## src/rtl/fir_bench_pkg.sv

```systemverilog
// Shared encodings for the FIR stimulus harness: waveform modes, FSM states,
// and the feedback taps used by the stimulus LFSR and the response MISR.
package fir_bench_pkg;

    localparam logic [1:0] MODE_LFSR    = 2'd0;
    localparam logic [1:0] MODE_IMPULSE = 2'd1;
    localparam logic [1:0] MODE_STEP    = 2'd2;
    localparam logic [1:0] MODE_RAMP    = 2'd3;

    localparam logic [1:0] ST_IDLE  = 2'd0;
    localparam logic [1:0] ST_RUN   = 2'd1;
    localparam logic [1:0] ST_DRAIN = 2'd2;
    localparam logic [1:0] ST_DONE  = 2'd3;

    // MISR feedback from bits 31, 21, 1 and 0
    localparam logic [31:0] MISR_TAPS = 32'h8020_0003;
    localparam logic [31:0] MISR_INIT = 32'hFFFF_FFFF;

    // x^16+x^14+x^13+x^11+1 as a Fibonacci tap mask on bits 15, 13, 12, 10
    localparam logic [15:0] LFSR_TAPS = 16'hB400;

    function automatic logic [15:0] lfsr_step(input logic [15:0] state);
        return {state[14:0], ^(state & LFSR_TAPS)};
    endfunction

endpackage

```

## src/rtl/misr32.sv

```systemverilog
// 32-bit multiple-input signature register; each enabled cycle shifts in the
// feedback bit and XORs in the sign-extended (or truncated) input word.
module misr32 #(
    parameter int WIDTH = 16
) (
    input  logic             clk,
    input  logic             rst_n,
    input  logic             clear,
    input  logic             enable,
    input  logic [WIDTH-1:0] data,
    output logic [31:0]      signature
);
    import fir_bench_pkg::*;

    logic [31:0] folded;

    generate
        if (WIDTH < 32) begin : g_sign_extend
            assign folded = {{(32 - WIDTH){data[WIDTH-1]}}, data};
        end else begin : g_truncate
            assign folded = data[31:0];
        end
    endgenerate

    always_ff @(posedge clk or negedge rst_n) begin
        if (!rst_n) begin
            signature <= MISR_INIT;
        end else if (clear) begin
            signature <= MISR_INIT;
        end else if (enable) begin
            signature <= {signature[30:0], ^(signature & MISR_TAPS)} ^ folded;
        end
    end

endmodule

```

## src/rtl/fir_stim_harness.sv

```systemverilog
// Stimulus-and-capture harness for the FIR datapath: streams NSAMP samples of a
// selectable waveform, folds responses into a MISR and peak register, flags done/timeout.
module fir_stim_harness #(
    parameter int          WIDTH   = 16,
    parameter int          NSAMP   = 256,
    parameter int          TIMEOUT = 1024,
    parameter int          HB_BITS = 24,
    parameter logic [15:0] SEED    = 16'hACE1
) (
    input  logic             clk,
    input  logic             rst_n,
    input  logic [1:0]       mode,
    input  logic             start,
    output logic [WIDTH-1:0] stim_data,
    output logic             stim_valid,
    input  logic             stim_ready,
    input  logic [WIDTH-1:0] resp_data,
    input  logic             resp_valid,
    output logic             busy,
    output logic             done,
    output logic             err,
    output logic [31:0]      signature,
    output logic [WIDTH-1:0] peak,
    output logic             led
);
    import fir_bench_pkg::*;

    localparam logic [WIDTH-1:0] MAX_POS   = {1'b0, {(WIDTH - 1){1'b1}}};
    localparam logic [WIDTH-1:0] MOST_NEG  = {1'b1, {(WIDTH - 1){1'b0}}};
    localparam logic [15:0]      LAST_IDX  = 16'(NSAMP - 1);
    localparam logic [15:0]      NSAMP_W   = 16'(NSAMP);
    localparam logic [31:0]      TIMEOUT_W = 32'(TIMEOUT);

    logic [1:0]         state;
    logic [1:0]         mode_q;
    logic [15:0]        lfsr;
    logic [15:0]        lfsr_next;
    logic [15:0]        sample_cnt;
    logic [15:0]        sample_cnt_next;
    logic [15:0]        resp_cnt;
    logic [15:0]        resp_cnt_next;
    logic [31:0]        drain_timer;
    logic [31:0]        drain_timer_next;
    logic [HB_BITS-1:0] hb;
    logic [WIDTH-1:0]   resp_abs;
    logic               start_run;
    logic               beat;
    logic               last_beat;
    logic               resp_take;

    // Top WIDTH bits of the LFSR, zero-padded below when WIDTH exceeds 16
    function automatic logic [WIDTH-1:0] lfsr_to_sample(input logic [15:0] s);
        logic [WIDTH+15:0] wide;
        wide = {s, {WIDTH{1'b0}}};
        return wide[WIDTH+15 -: WIDTH];
    endfunction

    function automatic logic [WIDTH-1:0] wave_sample(input logic [1:0]  m,
                                                     input logic [15:0] s,
                                                     input logic [15:0] idx);
        logic [WIDTH-1:0] result;
        result = '0;
        case (m)
            MODE_LFSR:    result = lfsr_to_sample(s);
            MODE_IMPULSE: result = (idx == 16'd0) ? MAX_POS : '0;
            MODE_STEP:    result = MAX_POS;
            default:      result = WIDTH'(idx);
        endcase
        return result;
    endfunction

    assign busy             = (state == ST_RUN) || (state == ST_DRAIN);
    assign done             = (state == ST_DONE);
    assign start_run        = start && ((state == ST_IDLE) || (state == ST_DONE));
    assign beat             = stim_valid && stim_ready;
    assign last_beat        = beat && (sample_cnt == LAST_IDX);
    assign resp_take        = resp_valid && busy;
    assign lfsr_next        = lfsr_step(lfsr);
    assign sample_cnt_next  = sample_cnt + 16'd1;
    assign resp_cnt_next    = resp_cnt + 16'(resp_take);
    assign drain_timer_next = drain_timer + 32'd1;

    // The most negative response has no positive twin, so it saturates
    always_comb begin
        resp_abs = resp_data;
        if (resp_data == MOST_NEG) begin
            resp_abs = MAX_POS;
        end else if (resp_data[WIDTH-1]) begin
            resp_abs = -resp_data;
        end
    end

    always_ff @(posedge clk or negedge rst_n) begin
        if (!rst_n) begin
            state       <= ST_IDLE;
            mode_q      <= MODE_LFSR;
            lfsr        <= SEED;
            sample_cnt  <= '0;
            resp_cnt    <= '0;
            drain_timer <= '0;
            stim_valid  <= 1'b0;
            stim_data   <= '0;
            peak        <= '0;
            err         <= 1'b0;
        end else if (start_run) begin
            state       <= ST_RUN;
            mode_q      <= mode;
            lfsr        <= SEED;
            sample_cnt  <= '0;
            resp_cnt    <= '0;
            drain_timer <= '0;
            stim_valid  <= 1'b1;
            stim_data   <= wave_sample(mode, SEED, 16'd0);
            peak        <= '0;
            err         <= 1'b0;
        end else begin
            if (resp_take) begin
                resp_cnt <= resp_cnt_next;
                if (resp_abs > peak) begin
                    peak <= resp_abs;
                end
            end
            case (state)
                ST_RUN: begin
                    if (beat) begin
                        lfsr       <= lfsr_next;
                        sample_cnt <= sample_cnt_next;
                        stim_data  <= wave_sample(mode_q, lfsr_next, sample_cnt_next);
                    end
                    if (last_beat) begin
                        stim_valid <= 1'b0;
                        state      <= ST_DRAIN;
                    end
                end
                // A full response count on the same cycle as the timeout still counts as success
                ST_DRAIN: begin
                    drain_timer <= drain_timer_next;
                    if (resp_cnt_next >= NSAMP_W) begin
                        state <= ST_DONE;
                        err   <= 1'b0;
                    end else if (drain_timer_next >= TIMEOUT_W) begin
                        state <= ST_DONE;
                        err   <= 1'b1;
                    end
                end
                default: begin
                end
            endcase
        end
    end

    always_ff @(posedge clk or negedge rst_n) begin
        if (!rst_n) begin
            hb <= '0;
        end else begin
            hb <= hb + 1'b1;
        end
    end

    misr32 #(.WIDTH(WIDTH)) u_misr (
        .clk       (clk),
        .rst_n     (rst_n),
        .clear     (start_run),
        .enable    (resp_take),
        .data      (resp_data),
        .signature (signature)
    );

    always_comb begin
        led = 1'b0;
        if (busy) begin
            led = hb[HB_BITS-1];
        end else if (done) begin
            led = err ? hb[HB_BITS-3] : 1'b1;
        end
    end

endmodule
```

## config.mk

```make
export PLATFORM = sky130hd
export DESIGN_NAME = fir_stim_harness
export DESIGN_NICKNAME = d
export VERILOG_FILES = /design/src/rtl/fir_bench_pkg.sv /design/src/rtl/misr32.sv /design/src/rtl/fir_stim_harness.sv
export SDC_FILE = /design/constraint.sdc
export NUM_CORES = 1
export LEC_CHECK = 0
export ABC_CLOCK_PERIOD_IN_PS = 4900
export BUFFER_PORTS_ARGS = -buffer_cell sky130_fd_sc_hd__buf_2
export CAP_MARGIN = 40
export CORE_ASPECT_RATIO = 0.5
export CORE_MARGIN = 3
export CORE_UTILIZATION = 46
export DETAILED_ROUTE_END_ITERATION = 7
export HOLD_SLACK_MARGIN = 0.03
export PLACE_DENSITY = 0.63
export REMOVE_ABC_BUFFERS = 1
export SKIP_CTS_REPAIR_TIMING = 1
export SLEW_MARGIN = 20
export SYNTH_ARGS = -nofsm -noshare
export SYNTH_HDL_FRONTEND = slang
export SYNTH_HIERARCHICAL = 1
export SYNTH_SLANG_ARGS = --single-unit
```

## constraint.sdc

```tcl
create_clock -name clk -period 4.9 [get_ports clk]
set_input_delay 0.245 -clock clk [delete_from_list [all_inputs] [get_ports clk]]
set_output_delay 0.245 -clock clk [all_outputs]
set_load 0.01 [all_outputs]
```

### Yosys cells after proc, flatten, opt, wreduce, memory -nomap -nowiden

Index checks and enable logic that the tools add are counted.

* output and inout port bits: 69
* bits in registers: 174
* input bits: 23
* logic and storage cells: 96

* reduce and logical (&&, ||, !) cells: 26
* equality and inequality tests: 11
* bitwise gates (word level): 1
* $add $sub $neg: 5
* mux-type cells: 38
* order comparisons: 3

Operator list (count)
* $mux 16: 16
* $mux 32: 4
* $pmux 16 s3: 1
* $add 32x1->32 const B: 1
* $ge 32x11->1 const B: 1
* $pmux 16 s2: 1
* $reduce_xor 32->1: 1
* $xor 32x32->32: 1
* $add 24x1->24 const B: 1
* $add 16x1->16: 1
* $add 16x1->16 const B: 1
* $eq 16x16->1 const B: 1
* $eq 16x8->1 const B: 1
* $ge 16x9->1 const B: 1
* $gt 16x16->1: 1
* $logic_not 16->1: 1
* $neg 16->16: 1
* $reduce_xor 16->1: 1
* $mux 15: 1
* $reduce_bool 2->1: 6
* $mux 1: 10
* $eq 2x2->1 const B: 4
* $mux 2: 4
* $reduce_and 2->1: 4
* 10 further kinds: 19

### Longest topological paths before layout

Gate-level depths: netlist of run 1.

* word-level depth: 8
* mapped depth: 18
* mapped depth without buffers: 16

### Modules after synthesis

Netlist of run 1, hierarchy kept.

Modules (own cells, without submodules)
* fir_stim_harness: instances 1, area each 8560.7 um^2, cells each 959, sequential area each 3563.4 um^2
* misr32: instances 1, area each 1699.1 um^2, cells each 174, sequential area each 840.8 um^2

### Least setup slack after synthesis of run 1

No wires, ideal clock.

* path type: input to register
* from: in resp_data[6]
* to: reg peak[10]
* path slack: 0.686 ns
* setup time: 0.125 ns
* stages on the path: 17
* arrival time: 4.089 ns
* required time: 4.775 ns
* buffers on the path: 2
* path through: or4_1 -> or3_1 -> nor4_1 -> nand2_1 -> or2_1 -> buf_2 -> o211ai_1 -> ha_1 -> nor2b_1 -> o21a_1 -> o21a_1 -> o21ai_0 -> o21ai_0 -> o31a_1 -> o31ai_2 -> buf_4 -> mux2_2

* cells in the longest elaborated chain, start to end: 6
* elaborated cells on any way between the ends: 10
* classes of those cells: 1 x add/sub; 1 x order compare; 1 x eq/ne; 5 x mux; 2 x reduce/logical

Ends and longest elaborated chain
* start: declaration: line fir_stim_harness.sv:17 `input logic [WIDTH-1:0] resp_data,`
* $neg 16->16: line fir_stim_harness.sv:89 `resp_abs = -resp_data;`
* $mux 16: line fir_stim_harness.sv:88 `end else if (resp_data[WIDTH-1]) begin`
* $mux 16 (*): line fir_stim_harness.sv:86 `if (resp_data == MOST_NEG) begin`
* $gt 16x16->1 or $mux 16 (tied branches): line fir_stim_harness.sv:119 `if (resp_abs > peak) begin`
* $reduce_bool 2->1 (no source line) or $mux 16 (tied branches)
* $reduce_and 2->1 (no source line) or $mux 16 (tied branches)
* end signal: assignment: line fir_stim_harness.sv:120 `peak <= resp_abs;`
* end: declaration: line fir_stim_harness.sv:23 `output logic [WIDTH-1:0] peak,`

Mark *: on every way between the ends. The rest lies on a longest branch, timed or not. The select of a mux whose other input is x is not followed.
A chain may end at the register's enable or synchronous reset.

### Worst setup path after layout of run 1

* from: reg state[0]
* to: reg state[0]

* cells in the longest elaborated chain, start to end: 8
* elaborated cells on any way between the ends: 17
* classes of those cells: 1 x add/sub; 1 x order compare; 5 x eq/ne; 3 x mux; 7 x reduce/logical

Ends and longest elaborated chain
* start: declaration: line fir_stim_harness.sv:34 `logic [1:0] state;`
* start signal: assignment: line fir_stim_harness.sv:95 `state <= ST_IDLE;`
* start signal: assignment: line fir_stim_harness.sv:106 `state <= ST_RUN;`
* start signal: assignment: line fir_stim_harness.sv:132 `state <= ST_DRAIN;`
* $eq 2x1->1 or $eq 2x2->1 (tied branches): line fir_stim_harness.sv:72, fir_stim_harness.sv:123
* $logic_or 1x1->1: line fir_stim_harness.sv:72 `assign busy = (state == ST_RUN) || (state == ST_DRAIN);`
* $logic_and 1x1->1: line fir_stim_harness.sv:77 `assign resp_take = resp_valid && busy;`
* $add 16x1->16: line fir_stim_harness.sv:80 `assign resp_cnt_next = resp_cnt + 16'(resp_take);`
* $ge 16x9->1: line fir_stim_harness.sv:138 `if (resp_cnt_next >= NSAMP_W) begin`
* $mux 2: line fir_stim_harness.sv:138
* $pmux 2 s2: line fir_stim_harness.sv:123 `case (state)`
* $mux 2: line fir_stim_harness.sv:105 `end else if (start_run) begin`

Parallel ways exist; a longest one is shown, timed or not.

==> results of run 1 <==
## layout by cell type (no fill, tap or decap), types with 4 or more instances in the layout
master | synthesis | final
dfrtp_1 | 134 | 134
nor2_1 | 124 | 124
nand2_1 | 114 | 114
buf_2 | 13 | 90
xnor2_1 | 79 | 79
o21ai_0 | 66 | 66
a21oi_1 | 62 | 62
nand3_1 | 51 | 51
xor2_1 | 42 | 42
dfstp_2 | 40 | 40
inv_1 | 36 | 35
nand4_1 | 30 | 30
ha_1 | 29 | 29
or2_2 | 26 | 26
and3_1 | 20 | 20
or3_1 | 17 | 17
nor3_1 | 17 | 17
clkbuf_16 | 0 | 17
a22oi_1 | 15 | 15
a221oi_1 | 13 | 13
mux2_2 | 13 | 13
buf_4 | 2 | 13
and4_1 | 11 | 11
or2_1 | 10 | 10
mux2i_1 | 9 | 9
a31oi_1 | 8 | 8
o31ai_1 | 8 | 8
o211ai_1 | 8 | 8
or4_1 | 7 | 7
and2_1 | 6 | 6
a21o_1 | 6 | 6
nor4_1 | 5 | 5
a311oi_1 | 5 | 5
bufinv_16 | 0 | 5
nor2b_1 | 4 | 4
o21a_1 | 4 | 4
## cell type report
class	count	area (µm²)
fill	1949	9689
multi-input combinational	851	5366
sequential	174	4404
timing repair buffer	106	596.8
clock buffer	19	432.9
tap	292	365.4
clock inverter	13	209.0
inverter	37	138.9
## worst max-delay path, cell delays in order, from the launching register on
cell	delay (ns)
dfrtp_1	0.42
inv_1	0.08
ha_1	0.43
inv_1	0.08
nand2_1	0.35
inv_2	0.07
ha_1	0.23
ha_1	0.20
nand3_1	0.18
nor3_1	0.09
buf_4	0.16
and3_1	0.21
or4_1	0.41
a221oi_1	0.51
nand2_1	0.16
or2_1	0.27
o22a_1	0.20
## through the flow
step / hold WS (ns) / utilization [%] / setup slack [ns] / std cells
floorplan: -0.05059 / - / 0.1816 / 1062
global placement: 0.4251 / 51.10 / 0.5600 / 1458
detailed placement: 0.1488 / 51.23 / 0.4466 / 1459
CTS: -0.3221 / 54.25 / 0.7321 / 1491
global route: 0.09830 / 54.30 / 0.4665 / 1492
finish: 0.07655 / 54.30 / 0.7153 / 1492
## how the worst max path moves through the flow
| stage | end | slack [ns] |
|---|---|---|
| 2_1_floorplan | state[0] | 0.18 |
| 3_3_place_gp | peak[2] | 0.56 |
| 3_5_place_dp | peak[4] | 0.45 |
| 4_1_cts | state[0] | 0.73 |
| 5_1_grt | state[0] | 0.47 |
| 6_report | state[0] | 0.72 |
## metal layers
| layer | part of all wire [%] | vias up | routed length [µm] | global-route usage (%) |
|---|---|---|---|---|
| li1 | - | 4046 | - | - |
| met1 | 49 | 4007 | 11730 | 28.39 |
| met2 | 46 | 191 | 10970 | 32.70 |
| met3 | 4.5 | 17 | 1080 | 4.609 |
| met4 | 0.94 | 0 | 225 | 4.470 |
| met5 | 0 | - | 0 | 0 |
## state kept, by name, indices dropped and copies added, names as in the netlist, 16 cells and up
signal and flops:
sample_cnt 16, hb 24, peak 16, stim_data 16
u_misr/signature 32, resp_cnt 16, lfsr 16, drain_timer 32
## cells by family after synthesis
logic type | after synthesis
multiplexers | 23
XOR/XNOR | 121
buffers and inverters | 108
AO/OA/AOI/OAI | 212
adder cells (fa/ha/maj) | 29
AND/OR/NAND/NOR | 466
flip-flops | 174
## power groups by stage
| stage | logic [mW] | clock network (mW) | registers [mW] |
|---|---|---|---|
| 6_report | 1.51 | 1.49 | 2.19 |
| 2_1_floorplan | 0.910 | 0 | 2.23 |
| 3_3_place_gp | 1.48 | 0 | 2.20 |
| 5_1_grt | 1.70 | 1.60 | 2.25 |
| 3_5_place_dp | 1.51 | 0 | 2.21 |
| 4_1_cts | 1.52 | 1.53 | 2.19 |
==> flow_summary.json, run 1 <==
{
  "antenna_found_initial": 0,
  "initial_utilization_pct": 48.39,
  "design_area_mm2": 0.01151,
  "synthToLayoutAreaGrowth_pct": 12.22,
  "vias": 8261,
  "numCtsBuffers": 17,
  "synth-xor-area-share_pct": 10.33,
  "yosysTopAreaCell": "dfrtp_1",
  "clock_latency_ns": 0.43,
  "synth-seq-cells": 174,
  "cts_root_buffer": "clkbuf_16",
  "drive_gt1_share_pct": 19.67,
  "die_area_mm2": 0.02424,
  "finalClockSkew_ns": 0.008548,
  "crit_path_start_kind": "flop",
  "grt.overflow.total": 0,
  "max_slew_margin_pct": 47.82,
  "synthArstFlopShare_pct": 100.0,
  "internal-power_mw": 3.480,
  "placed_cell_area_mm2": 0.01086,
  "power.leakage_nw": 5.011,
  "maxCapViolCount": 0,
  "yosys_warnings": 6,
  "vias_per_cell": 5.537,
  "crit_type": "reg2reg",
  "max_freq_mhz": 239.0,
  "worstMarginPinSlew_ns": 0.7816,
  "rsz0062_at_grt": "no",
  "power_mw": 5.193,
  "rows": 37,
  "synth_area_per_cell_um2": 9.055,
  "clockBufferDepth": 2,
  "crit_path_end_kind": "flop",
  "synth_compound_area_share_pct": 12.91,
  "grt_pass1_wl_um": 41070,
  "cp.required_ns": 5.22,
  "drt-initial-drc-count": 558,
  "holdCritPathClass": "in2reg",
  "startpoint": "state[0]",
  "p_per_area_mw_per_mm2": 451.0,
  "syn-cell-area_mm2": 0.01026,
  "ys_top_cells_by_area": "dfrtp_1, dfstp_2, xnor2_1",
  "place_hpwl_um": 16450,
  "synth_seq_area_share_pct": 42.93,
  "routed_wl_um": 24010,
  "synthAdderAreaFrac_pct": 3.537,
  "tns_ns": 0,
  "r2r_start": "state[0]",
  "netlist.area_leader.share_pct": 32.68,
  "clkTransAtPathRegs_ns": 0.07,
  "peakVddDrop_v": 0.0002226,
  "crit_fanout": 11,
  "core_mm2": 0.02120,
  "drv_slew": 0,
  "clock-sinks": 174,
  "ant_nets": 0,
  "synth_edf_count": 0,
  "gr-usage-all-layers_pct": 20.38,
  "seqPwrFrac_pct": 42.2,
  "synthSimpleGateAreaFrac_pct": 23.11,
  "fp.dieH_um": 111.6,
  "gp_congestion": 0.9079,
  "dominantRegCellSynth": "dfrtp_1",
  "swShare_pct": 32.98,
  "yosys-mux-area-fraction_pct": 2.415,
  "synthTopCellsByCount": "dfrtp_1, nor2_1, nand2_1",
  "min_to": "mode_q[0]",
  "die_width_um": 217.2,
  "finalSetupViolations": 0,
  "cts_htree_levels": 4,
  "finalCriticalPeriod_ns": 4.185,
  "min_path_cells": 3,
  "status": "finished clean",
  "timing.final.crit_share_pct": 85.40,
  "synth_top_family_by_area": "simple AND/OR/NAND/NOR gates",
  "rr_endpoint": "state[0]",
  "first_pass_iters": 6,
  "min_from": "mode[0]",
  "r2r_cells": 16,
  "syn_inst": 1133,
  "r2r_slack_ns": 0.72,
  "p_switching_mw": 1.713,
  "cts_tree": "done",
  "nets": 1239,
  "synth_most_common_cell": "dfrtp_1",
  "grt_max_degree": 81,
  "grt_pass1_vias": 8136,
  "n_antenna_cell": 0,
  "port_buffers": 91,
  "drcViolationCount": 0,
  "arrival_ns": 4.50,
  "wl_per_cell_um": 16.09,
  "ys_types": 74,
  "final-hold-violation-count": 0,
  "ioPinCount": 92,
  "clkPwrFrac_pct": 28.7,
  "pwr-share-comb_pct": 29.1
}
No activity file was read; power rests on OpenSTA's default activity.
==> run 2: changes to the inputs <==
--- a/config.mk
+++ b/config.mk
@@ -13,7 +13,7 @@
 export CORE_UTILIZATION = 46
 export DETAILED_ROUTE_END_ITERATION = 7
 export HOLD_SLACK_MARGIN = 0.03
-export PLACE_DENSITY = 0.63
+export PLACE_DENSITY_LB_ADDON = 0.25
 export REMOVE_ABC_BUFFERS = 1
 export SKIP_CTS_REPAIR_TIMING = 1
 export SLEW_MARGIN = 20
==> flow_summary.json, run 2 (synthesis results as in run 1) <==
{
  "status": "finished clean",
  "crit_chain": "inv_1 > ha_1 > inv_1 > nand2_1 > inv_2 > ha_1 > ha_1 > nand3_1 > nor3_1 > buf_4 > and3_1 > or4_1 > a221oi_1 > nand2_1 > or2_1 > o22a_1",
  "crit_fanout": 11,
  "nets": 1241,
  "final-hold-violation-count": 0,
  "gp_congestion": 0.9034,
  "fp.dieH_um": 111.6,
  "max_freq_mhz": 242.0,
  "vias": 8386,
  "peakVddDrop_v": 0.0002255,
  "grt_pass1_wl_um": 40410,
  "crit_top_cell": "ha_1",
  "slowest_stage": "a221oi_1",
  "largestRegisters": "drain_timer: 32 flops, u_misr/signature: 32 flops, hb: 24 flops",
  "cpPeakStageDelay_ns": 0.45,
  "clock_latency_ns": 0.43,
  "cp.required_ns": 5.22,
  "crit_type": "reg2reg",
  "grt_max_degree": 81,
  "fillers": 1972,
  "cts_htree_levels": 4,
  "design_area_mm2": 0.01151,
  "drcViolationCount": 0,
  "rows": 37,
  "drv_slew": 0,
  "initial_utilization_pct": 48.39,
  "die_width_um": 217.2,
  "wl_per_cell_um": 15.88,
  "grt.overflow.total": 0,
  "power.leakage_nw": 5.016,
  "holdCritPathClass": "in2reg",
  "tns_ns": 0,
  "crit_path_end_kind": "flop",
  "drt-initial-drc-count": 585,
  "p_per_area_mw_per_mm2": 445.0,
  "drive_gt1_share_pct": 19.80,
  "antenna_found_initial": 0,
  "routed_wl_um": 23730,
  "worstMarginPinSlew_ns": 0.7668,
  "cts_tree": "done",
  "vias_per_cell": 5.613,
  "clockBufferDepth": 2,
  "finalSetupViolations": 0,
  "finalCriticalPeriod_ns": 4.133,
  "gr-usage-all-layers_pct": 19.99,
  "ioPinCount": 92,
  "n_antenna_cell": 0,
  "cts_root_buffer": "clkbuf_16",
  "grt_pass1_vias": 8124,
  "clkTransAtPathRegs_ns": 0.07,
  "r2r_slack_ns": 0.77,
  "port_buffers": 91,
  "maxCapViolCount": 0,
  "clock-sinks": 174,
  "place_hpwl_um": 16240,
  "crit_path_start_kind": "flop",
  "ant_nets": 0,
  "final_common_cell": "dfrtp_1",
  "synthToLayoutAreaGrowth_pct": 12.19,
  "core_mm2": 0.02120,
  "die_area_mm2": 0.02424,
  "placed_cell_area_mm2": 0.01089,
  "numCtsBuffers": 17,
  "max_slew_margin_pct": 48.88,
  "utilization_pct": 54.29,
  "finalClockSkew_ns": 0.008982,
  "timing.final.crit_share_pct": 84.34,
  "hold_ws_ns": 0.06498,
  "arrival_ns": 4.46,
  "rsz0062_at_grt": "no",
  "first_pass_iters": 5,
  "layout_common_cells": "dfrtp_1, nor2_1, nand2_1, buf_2, xnor2_1"
}
==> run 2: changes by cell type in the layout (fill, tap and decap cells not counted) <==
cell / delta
inv_6: -3
buf_12: +1
clkinv_2: +1
bufinv_16: -2
clkbuf_8: +3
clkinvlp_4: -1
clkinv_4: +2
buf_4: +1
==> run 2: final timing paths <==
| check | endpoint | cells after the start | start |
|---|---|---|---|
| setup / recovery | state[0] | 16 | state[0] |
| hold / removal | mode_q[0] | 3 | mode[0] |
| setup reg to reg | state[0] | 16 | state[0] |
| hold reg to reg | hb[5] | 1 | hb[5] |
| max in group asynchronous | u_misr/signature[30] | 4 | rst_n |
| min in group asynchronous | hb[1] | 2 | rst_n |
==> run 2: layout make-up <==
type                       instances  area, µm²  share of cell area (%)
multi-input combinational        851       5366                   46.62
sequential                       174       4404                   38.26
clock inverter                    10      137.6                   1.196
inverter                          37      138.9                   1.207
clock buffer                      22      474.2                   4.120
timing repair buffer             108      624.3                   5.424
tap                              292      365.4                   3.174
==> run 2: critical path: cells and delay by family, from the launching register on <==
family	cells	cell delay, ns
and+or+nand+nor	7	1.64
adders and majority gates	3	0.88
AOI/OAI and AO/OA	2	0.65
DFF	1	0.42
buffers and inverters	4	0.41
==> run 2: through the flow <==
step / total power [mW] / setup WS (ns) / instances
floorplan: 3.143 / 0.1816 / 1062
global placement: 3.669 / 0.6122 / 1459
detailed placement: 3.721 / 0.5548 / 1461
CTS: 5.161 / 0.7770 / 1493
global route: 5.451 / 0.4964 / 1494
finish: 5.122 / 0.7671 / 1494
==> run 2: metal layers <==
layer  wire [µm]  global-route usage (%)  up-vias  share of wire (%)
met2       10950                   32.61      196                 46
met1       11360                   27.37     4115                 48
met3        1084                   3.572       23                4.6
met5           0                       0        -                  0
li1            -                       -     4052                  -
met4         333                   6.033        0                1.4
==> run 2: where the power goes <==
group	switching (mW)	internal [mW]	total (mW)
combinational	0.781	0.726	1.51
sequential	0.345	1.85	2.19
clock	0.580	0.842	1.42
